### config.mk
export PLATFORM = sky130hd
export DESIGN_NAME = itof_share_arb
export DESIGN_NICKNAME = d
export VERILOG_FILES = /design/src/rtl/itof_arb_pkg.sv /design/src/rtl/itof_arb_tagline.sv /design/src/rtl/itof_share_arb.sv
export SDC_FILE = /design/constraint.sdc
export NUM_CORES = 1
export LEC_CHECK = 0
export CAP_MARGIN = 30
export CORE_MARGIN = 5
export CORE_UTILIZATION = 34
export CTS_CLUSTER_DIAMETER = 200
export DETAILED_ROUTE_END_ITERATION = 8
export PLACE_DENSITY_LB_ADDON = 0.25
export SKIP_CTS_REPAIR_TIMING = 1
export SLEW_MARGIN = 20
export SYNTH_ARGS = -nofsm -noshare
export SYNTH_HDL_FRONTEND = slang
export SYNTH_SLANG_ARGS = --single-unit
### constraint.sdc
create_clock -name clk -period 2.85 [get_ports clk]
set_input_delay 0.4275 -clock clk [delete_from_list [all_inputs] [get_ports clk]]
set_output_delay 0.4275 -clock clk [all_outputs]
set_load 0.02 [all_outputs]
### src/rtl/itof_arb_pkg.sv
// Shared types and the round-robin pick function for the itof sharing arbiter.
// Optional feature macro used by the top: ITOF_ARB_PERF_EN (performance counters).
package itof_arb_pkg;

    // Upper bound on the requester count; sizes the generic pick function and tag index.
    localparam int MAX_REQ = 8;
    localparam int MAX_IDW = 3;

    typedef logic [31:0] word_t;

    // One entry of the in-flight tag line: valid bit plus originating requester index.
    typedef struct packed {
        logic               valid;
        logic [MAX_IDW-1:0] idx;
    } tag_t;

    // Round-robin pick: one-hot grant for the first valid requester at or after ptr,
    // wrapping modulo nreq. Bits at and above nreq are never set.
    function automatic logic [MAX_REQ-1:0] rr_pick(
        input logic [MAX_REQ-1:0] valid,
        input logic [MAX_IDW-1:0] ptr,
        input int                 nreq
    );
        logic [MAX_REQ-1:0] grant;
        logic               found;
        int                 idx;
        grant = '0;
        found = 1'b0;
        for (int off = 0; off < MAX_REQ; off++) begin
            idx = (int'(ptr) + off) % nreq;
            if (off < nreq && !found && valid[idx]) begin
                grant[idx] = 1'b1;
                found      = 1'b1;
            end
        end
        return grant;
    endfunction

endpackage

### src/rtl/itof_arb_tagline.sv
// Valid/index delay line of depth NSTAGE+1 that follows each issued operand through
// the shared converter, so the result can be steered back to its originator.
module itof_arb_tagline
    import itof_arb_pkg::*;
#(
    parameter int NSTAGE = 2
) (
    input  logic clk,
    input  logic rstn,
    input  tag_t tag_in,
    output tag_t tag_last,
    output logic busy
);

    // Stage 0 captures the issue; stages 1..NSTAGE track the converter pipeline.
    tag_t tag_pn [NSTAGE+1];

    // Shift the tag line every cycle; reset discards anything in flight.
    always_ff @(posedge clk or negedge rstn) begin
        if (!rstn) begin
            for (int i = 0; i <= NSTAGE; i++) begin
                tag_pn[i] <= '0;
            end
        end else begin
            tag_pn[0] <= tag_in;
            for (int i = 1; i <= NSTAGE; i++) begin
                tag_pn[i] <= tag_pn[i-1];
            end
        end
    end

    // Busy while any stage holds a live operation.
    always_comb begin
        busy = 1'b0;
        for (int i = 0; i <= NSTAGE; i++) begin
            busy = busy | tag_pn[i].valid;
        end
    end

    assign tag_last = tag_pn[NSTAGE];

endmodule

### src/rtl/itof_share_arb.sv
// Round-robin arbiter time-sharing one pipelined int32->float converter among NREQ
// requesters. One issue per cycle, no backpressure; results return in issue order.
// Optional: define ITOF_ARB_PERF_EN to add perf_issue / perf_stall counters.
module itof_share_arb
    import itof_arb_pkg::*;
#(
    parameter int NREQ   = 4,
    parameter int NSTAGE = 2
) (
    input  logic             clk,
    input  logic             rstn,
    input  logic             en,
    input  logic [NREQ-1:0]  req_valid,
    input  logic [NREQ*32-1:0] req_data,
    output logic [NREQ-1:0]  req_ready,
    output logic [31:0]      itof_x,
    input  logic [31:0]      itof_y,
    output logic [NREQ-1:0]  resp_valid,
    output logic [31:0]      resp_data,
`ifdef ITOF_ARB_PERF_EN
    output logic [31:0]      perf_issue,
    output logic [31:0]      perf_stall,
`endif
    output logic             busy
);

    localparam int IDW = (NREQ > 1) ? $clog2(NREQ) : 1;

    logic [IDW-1:0]     ptr;
    logic [IDW-1:0]     ptr_next;
    logic [MAX_REQ-1:0] valid_ext;
    logic [MAX_REQ-1:0] grant_ext;
    logic [NREQ-1:0]    grant;
    logic [MAX_IDW-1:0] win_idx;
    word_t              win_data;
    logic               fire;
    tag_t               tag_in;
    tag_t               tag_last;
    logic [NREQ-1:0]    resp_onehot;
    logic               unused_grant;

    // Grant: round-robin pick from ptr, suppressed entirely while en is low.
    always_comb begin
        valid_ext = '0;
        valid_ext[NREQ-1:0] = req_valid;
        grant_ext = rr_pick(valid_ext, MAX_IDW'(ptr), NREQ);
        grant     = en ? grant_ext[NREQ-1:0] : '0;
    end

    // Bits above NREQ are always zero from rr_pick.
    assign unused_grant = ^grant_ext;
    assign req_ready    = grant;
    assign fire         = |grant;

    // Winner index and operand mux from the one-hot grant.
    always_comb begin
        win_idx  = '0;
        win_data = '0;
        for (int i = 0; i < NREQ; i++) begin
            if (grant[i]) begin
                win_idx  = MAX_IDW'(i);
                win_data = req_data[32*i +: 32];
            end
        end
    end

    // Pointer advances to the requester after the winner, wrapping to 0.
    always_comb begin
        if (win_idx == MAX_IDW'(NREQ - 1)) begin
            ptr_next = '0;
        end else begin
            ptr_next = IDW'(win_idx + 1'b1);
        end
    end

    // ---- issue stage (p0): operand register and round-robin pointer ----
    always_ff @(posedge clk or negedge rstn) begin
        if (!rstn) begin
            itof_x <= '0;
            ptr    <= '0;
        end else if (fire) begin
            itof_x <= win_data;
            ptr    <= ptr_next;
        end
    end

    assign tag_in = '{valid: fire, idx: win_idx};

    itof_arb_tagline #(
        .NSTAGE (NSTAGE)
    ) u_tagline (
        .clk      (clk),
        .rstn     (rstn),
        .tag_in   (tag_in),
        .tag_last (tag_last),
        .busy     (busy)
    );

    // Decode the returning tag into the originator's one-hot response strobe.
    always_comb begin
        resp_onehot = '0;
        for (int i = 0; i < NREQ; i++) begin
            if (tag_last.idx == MAX_IDW'(i)) begin
                resp_onehot[i] = 1'b1;
            end
        end
    end

    // ---- response stage: capture converter result when the last tag is live ----
    always_ff @(posedge clk or negedge rstn) begin
        if (!rstn) begin
            resp_valid <= '0;
            resp_data  <= '0;
        end else if (tag_last.valid) begin
            resp_valid <= resp_onehot;
            resp_data  <= itof_y;
        end else begin
            resp_valid <= '0;
        end
    end

`ifdef ITOF_ARB_PERF_EN
    logic stall;

    // A stall is any cycle with a pending request but no grant, including en low.
    assign stall = (|req_valid) && !fire;

    // Free-running handshake and stall counters, wrapping at 2^32.
    always_ff @(posedge clk or negedge rstn) begin
        if (!rstn) begin
            perf_issue <= '0;
            perf_stall <= '0;
        end else begin
            if (fire) begin
                perf_issue <= perf_issue + 32'd1;
            end
            if (stall) begin
                perf_stall <= perf_stall + 32'd1;
            end
        end
    end
`endif

endmodule
==> results.yml, run 1 <==
place:
  dp_cells: 724
  gp_congestion: 0.826
  dp_slack_ns: -0.480
  io_buffers: 239
  post-dp-hpwl_mm: 10.6
sta:
  timing_hold_violations_final: 0
  setup_ws_ns: -0.0170
  finalCritPeriodShare: 1.01
  slew_headroom: 0.555
  finalSetupViolCount: 9
  hold_ws_ns: 0.128
  layout_min_cycle_time_ns: 2.87
  tightest_slew_ns: 0.667
  max_freq_mhz: 349
  rsz0062_at_grt: "yes"
  slew_viol_final: 0
  finClkSkew_ns: 0.00302
clock_network:
  insertion_delay_ns: 0.33
  clk_pin_slew_ns: 0.06
  cts_tree: "built"
  clock_sinks: 79
  cts_buffer_depth: 2
  numCtsBuffers: 9
  root_buffer: "clkbuf_16"
  cts_max_level: 3
finish:
  syn_to_final_growth_pct: 80.6
  drive_gt1_frac: 0.243
  finish.utilization: 0.630
  final_common_cell: "clkdlybuf4s50_1"
  finish.net_count: 783
  diodes: 0
  fin_cells: 756
  final_cell_mix: "clkdlybuf4s50_1 (232), dfrtp_1 (77), buf_4 (40)"
  num-fill-cells: 950
power:
  peakVddDrop_mv: 0.668
  p_per_area_nw_per_um2: 1220
  p_leak_nw: 3.01
route:
  vias_per_cell: 5.21
  drc: 0
  drtIter0Drc: 231
  antenna_left: 0
  detail_route.wl_per_cell_um: 18.2
  num_vias: 3941
  routed_wl_mm: 13.8
  drtPass1Iterations: 4
synthesis:
  synthCells: 338
  syn_nets: 512
  synth_cell_type_count: 41
  ys_seq_elements: 79
  syn-cell-area_um2: 4020
  yosysWarnings: 0
  syn_avg_cell_area_um2: 11.9
  synth_edf_count: 0
  ys_seq_area_frac: 0.492
  async_flop_share: 1.00
  synthFlopType: "dfrtp_1"
floorplan:
  rows: 39
  ioPinCount: 240
  die_area_um2: 14100
  coreArea_um2: 11500
  die_y_um: 119
  initial_core_util: 0.349
  die_x_um: 119
critical_path:
  cp_common_cell: "buf_4"
  r2r_end: "itof_x[3]"
  path_class: "reg2out"
  critPathLaunchType: "flip-flop"
  max_stage_delay_ns: 0.45
  crit_chain: "inv_2 -> ha_4 -> mux4_2 -> buf_4 -> nor4b_2 -> o31a_1 -> buf_4 -> clkbuf_2"
  worstPathMaxFanout: 6
  r2r_start: "ptr[0]"
  rrSetupSlack_ns: -0.01
  cp.buffers_inverters: 4
  worst-r2r-cell-count: 11
  crit_required_ns: 2.42
  crit_family: "buffers and inverters"
  cp_slowest_cell: "dfrtp_2"
  arrival_ns: 2.44
  cp-end-kind: "primary output"
status:
  violations: "setup timing"
  outcome: "finished, violations left"
global_route:
  grt_pass1_vias: 4229
  grt_overflow_total: 0
  grt_max_degree: 55
  grt_usage: 0.189
  antenna_found_initial: 0
  grt_pass1_wl_mm: 21.5
worst_hold_path:
  holdCritPathClass: "in2async"
run:
  drv_cap: 0
[cells by family (layout without fill, tap and decap cells)]
| kind of cell | Yosys count | in the layout | share of synthesized area |
|---|---|---|---|
| flip-flops | 79 | 79 | 0.492 |
| buffers and inverters | 32 | 307 | 0.0433 |
| AND/OR/NAND/NOR | 72 | 72 | 0.100 |
| adder cells (fa/ha/maj) | 7 | 7 | 0.0218 |
| multiplexers | 34 | 34 | 0.101 |
| AO/OA/AOI/OAI | 114 | 114 | 0.241 |
[layout make-up]
cell class	count	area, µm²	area share
flip-flops and latches	79	1980	0.273
multi-input cells	227	1950	0.268
clock inverters	5	58.8	0.00811
clock buffers	10	239	0.0330
inverters	4	15.0	0.00207
well taps	143	179	0.0247
repair buffers	288	2830	0.391
[stage by stage]
stage	TNS (ns)	total power, mW	instance area (µm²)
6_report	-0.0720	8.87	7250
5_1_grt	-3.71	9.45	7250
4_1_cts	-4.35	8.46	7020
3_5_place_dp	-16.43	7.28	6720
3_3_place_gp	-12.54	7.14	6720
2_1_floorplan	0	5.20	4030
[sequential cells by signal (all words and copies together) (netlist names)]
signal and cells:
u_tagline.tag_last 3, itof_x 32, ptr 2, resp_data 32
u_tagline.tag_pn 6, resp_valid 4
[power by group]
group | internal, mW | leakage (nW) | switching, mW
combinational | 3.06 | 1.92 | 2.66
sequential | 1.72 | 0.947 | 0.293
clock | 0.697 | 0.141 | 0.445
[synthesized netlist by cell type, types with 2 or more instances]
cell | instances | area [µm²]
a21boi_0 | 2 | 15.0
a221o_1 | 20 | 200
a221oi_1 | 13 | 114
a22o_1 | 19 | 166
a31o_2 | 19 | 166
and2_1 | 2 | 12.5
and3b_1 | 4 | 35.0
buf_1 | 2 | 7.51
buf_2 | 7 | 35.0
buf_6 | 6 | 67.6
clkbuf_1 | 13 | 48.8
dfrtp_1 | 79 | 1980
ha_1 | 7 | 87.6
inv_1 | 3 | 11.3
mux2_2 | 32 | 360
mux4_2 | 2 | 45.0
nand2_1 | 24 | 90.1
nand2b_1 | 19 | 119
nor2_1 | 5 | 18.8
nor2b_1 | 3 | 18.8
nor3_1 | 4 | 20.0
nor3b_1 | 3 | 22.5
nor4b_1 | 2 | 17.5
o21ai_1 | 18 | 90.1
o22ai_1 | 13 | 81.3
o31a_1 | 2 | 17.5
[per-layer routing]
layer,vias to the layer above,wire length [µm],track usage
li1,1844,-,-
met1,1912,5600,0.230
met2,161,6960,0.326
met3,24,864,0.0430
met4,0,341,0.0760
met5,-,0,0
[how the worst max path moves through the flow]
stage,start,end,slack (ns),cells after the start
final,ptr[0],req_ready[1],-0.02,8
after global routing,ptr[0],req_ready[1],-0.15,8
after CTS,ptr[0],req_ready[3],-0.50,9
after detailed placement,req_valid[2],itof_x[29],-0.48,11
after global placement,req_valid[2],itof_x[5],-0.35,10
after floorplan,ptr[0],itof_x[12],0.04,12
(Power assumes the default switching activity.)
==> inputs of run 2 (changes only) <==
--- a/config.mk
+++ b/config.mk
@@ -7,7 +7,7 @@
 export LEC_CHECK = 0
 export CAP_MARGIN = 30
 export CORE_MARGIN = 5
-export CORE_UTILIZATION = 34
+export CORE_UTILIZATION = 41
 export CTS_CLUSTER_DIAMETER = 200
 export DETAILED_ROUTE_END_ITERATION = 8
 export PLACE_DENSITY_LB_ADDON = 0.25
==> constraint.sdc (replaced) <==
create_clock -name clk -period 3.4 [get_ports clk]
set_input_delay 0.51 -clock clk [delete_from_list [all_inputs] [get_ports clk]]
set_output_delay 0.51 -clock clk [all_outputs]
set_load 0.02 [all_outputs]
==> results.yml, run 2 (synthesis results as in run 1) <==
status:
  outcome: "finished clean"
finish:
  final_cell_mix: "clkdlybuf4s50_1 (235), dfrtp_1 (79), mux2_2 (32)"
  num-fill-cells: 749
  syn_to_final_growth_pct: 70.1
  reg_top3: "itof_x x32, resp_data x32, u_tagline.tag_pn x6"
  diodes: 0
  finish.net_count: 755
  final_common_cell: "clkdlybuf4s50_1"
  multi_input_comb_area_um2: 1890
  register_area_um2: 1980
  drive_gt1_frac: 0.172
critical_path:
  arrival_ns: 2.81
  critPathLaunchType: "flip-flop"
  worst-r2r-cell-count: 11
  rrSetupSlack_ns: 0.33
  cp-end-kind: "primary output"
  r2r_start: "ptr[1]"
  crit_required_ns: 2.89
  path_class: "reg2out"
  r2r_end: "itof_x[2]"
  worstPathMaxFanout: 8
floorplan:
  coreArea_um2: 9680
  ioPinCount: 240
  rows: 36
  die_area_um2: 11900
  initial_core_util: 0.415
  die_y_um: 109
  die_x_um: 109
clock_network:
  cts_max_level: 3
  cts_buffer_depth: 2
  root_buffer: "clkbuf_8"
  insertion_delay_ns: 0.35
  clock_sinks: 79
  numCtsBuffers: 9
  cts_tree: "built"
  clk_pin_slew_ns: 0.08
sta:
  slew_viol_final: 0
  tightest_slew_ns: 0.511
  timing_hold_violations_final: 0
  finClkSkew_ns: 0.0112
  slew_headroom: 0.659
  finalSetupTns_ns: 0
  max_freq_mhz: 301
  finalSetupViolCount: 0
  finalCritPeriodShare: 0.976
  layout_min_cycle_time_ns: 3.32
place:
  gp_congestion: 0.859
  io_buffers: 239
  post-dp-hpwl_mm: 10.4
power:
  p_per_area_nw_per_um2: 974
  p_leak_nw: 2.83
  p_total_mw: 6.65
  peakVddDrop_mv: 0.555
run:
  drv_cap: 0
global_route:
  grt_pass1_wl_mm: 20.5
  antenna_found_initial: 0
  grt_overflow_total: 0
  grt_pass1_vias: 3950
  grt_max_degree: 80
  grt_usage: 0.225
route:
  vias_per_cell: 5.31
  num_vias: 3821
  drtIter0Drc: 129
  drc: 0
  detail_route.wl_per_cell_um: 19.0
  drtPass1Iterations: 4
  antenna_left: 0
  routed_wl_mm: 13.6
worst_hold_path:
  holdCritPathClass: "in2async"
[run 2: changes by cell type in the layout (fill, tap and decap cells not counted), moves of 3 or more]
cell,delta
clkbuf_8,+9
clkbuf_16,-9
a221oi_1,+4
clkbuf_2,-3
buf_6,-5
clkdlybuf4s50_1,+3
buf_4,-20
buf_12,-3
a221oi_2,-4
nand2_1,+3
[run 2: power breakdown]
group | switching, mW | internal, mW | leakage [nW]
clock network | 0.358 | 0.363 | 0.0993
logic | 2.12 | 2.15 | 1.78
registers | 0.227 | 1.43 | 0.949
total | 2.70 | 3.95 | 2.83
[run 2: routing by layer]
metal | global-route usage | vias up | routed length, µm
li1 | - | 1788 | -
met4 | 0.0893 | 0 | 340
met3 | 0.0598 | 24 | 988
met2 | 0.384 | 176 | 7000
met1 | 0.269 | 1833 | 5320
met5 | 0 | - | 0
[run 2: final cells by class]
class | count | share of cell area
repair buffers | 260 | 0.378
flip-flops and latches | 79 | 0.289
multi-input cells | 227 | 0.276
well taps | 133 | 0.0244
clock buffers | 10 | 0.0201
clock inverters | 6 | 0.00989
inverters | 4 | 0.00220
[run 2: how the worst max path moves through the flow]
stage	from	endpoint	cells after the start
final	ptr[1]	req_ready[1]	6
after global routing	ptr[1]	req_ready[1]	6
after CTS	ptr[1]	req_ready[3]	7
after detailed placement	req_valid[0]	itof_x[11]	10
after global placement	req_valid[0]	req_ready[3]	6
after floorplan	ptr[0]	itof_x[12]	12
[run 2: stage by stage]
stage	util	cell area [µm²]	worst slack (ns)	cells	hold WS, ns
final	0.705	6830	0.0832	719	0.105
after CTS	0.700	6780	0.0318	718	0.349
after global placement	0.679	6580	0.103	702	0.332
after detailed placement	0.679	6580	0.0638	702	0.336
after global routing	0.705	6830	-0.00977	719	0.118
after floorplan	-	4020	0.441	338	0.214
[run 2: worst max-delay path, cell delays in order (launching register included)]
cell             delay, ns
dfrtp_1               0.39
inv_1                 0.19
ha_1                  0.32
mux4_2                0.43
nor4b_2               0.31
o31a_1                0.20
clkdlybuf4s50_1       0.63
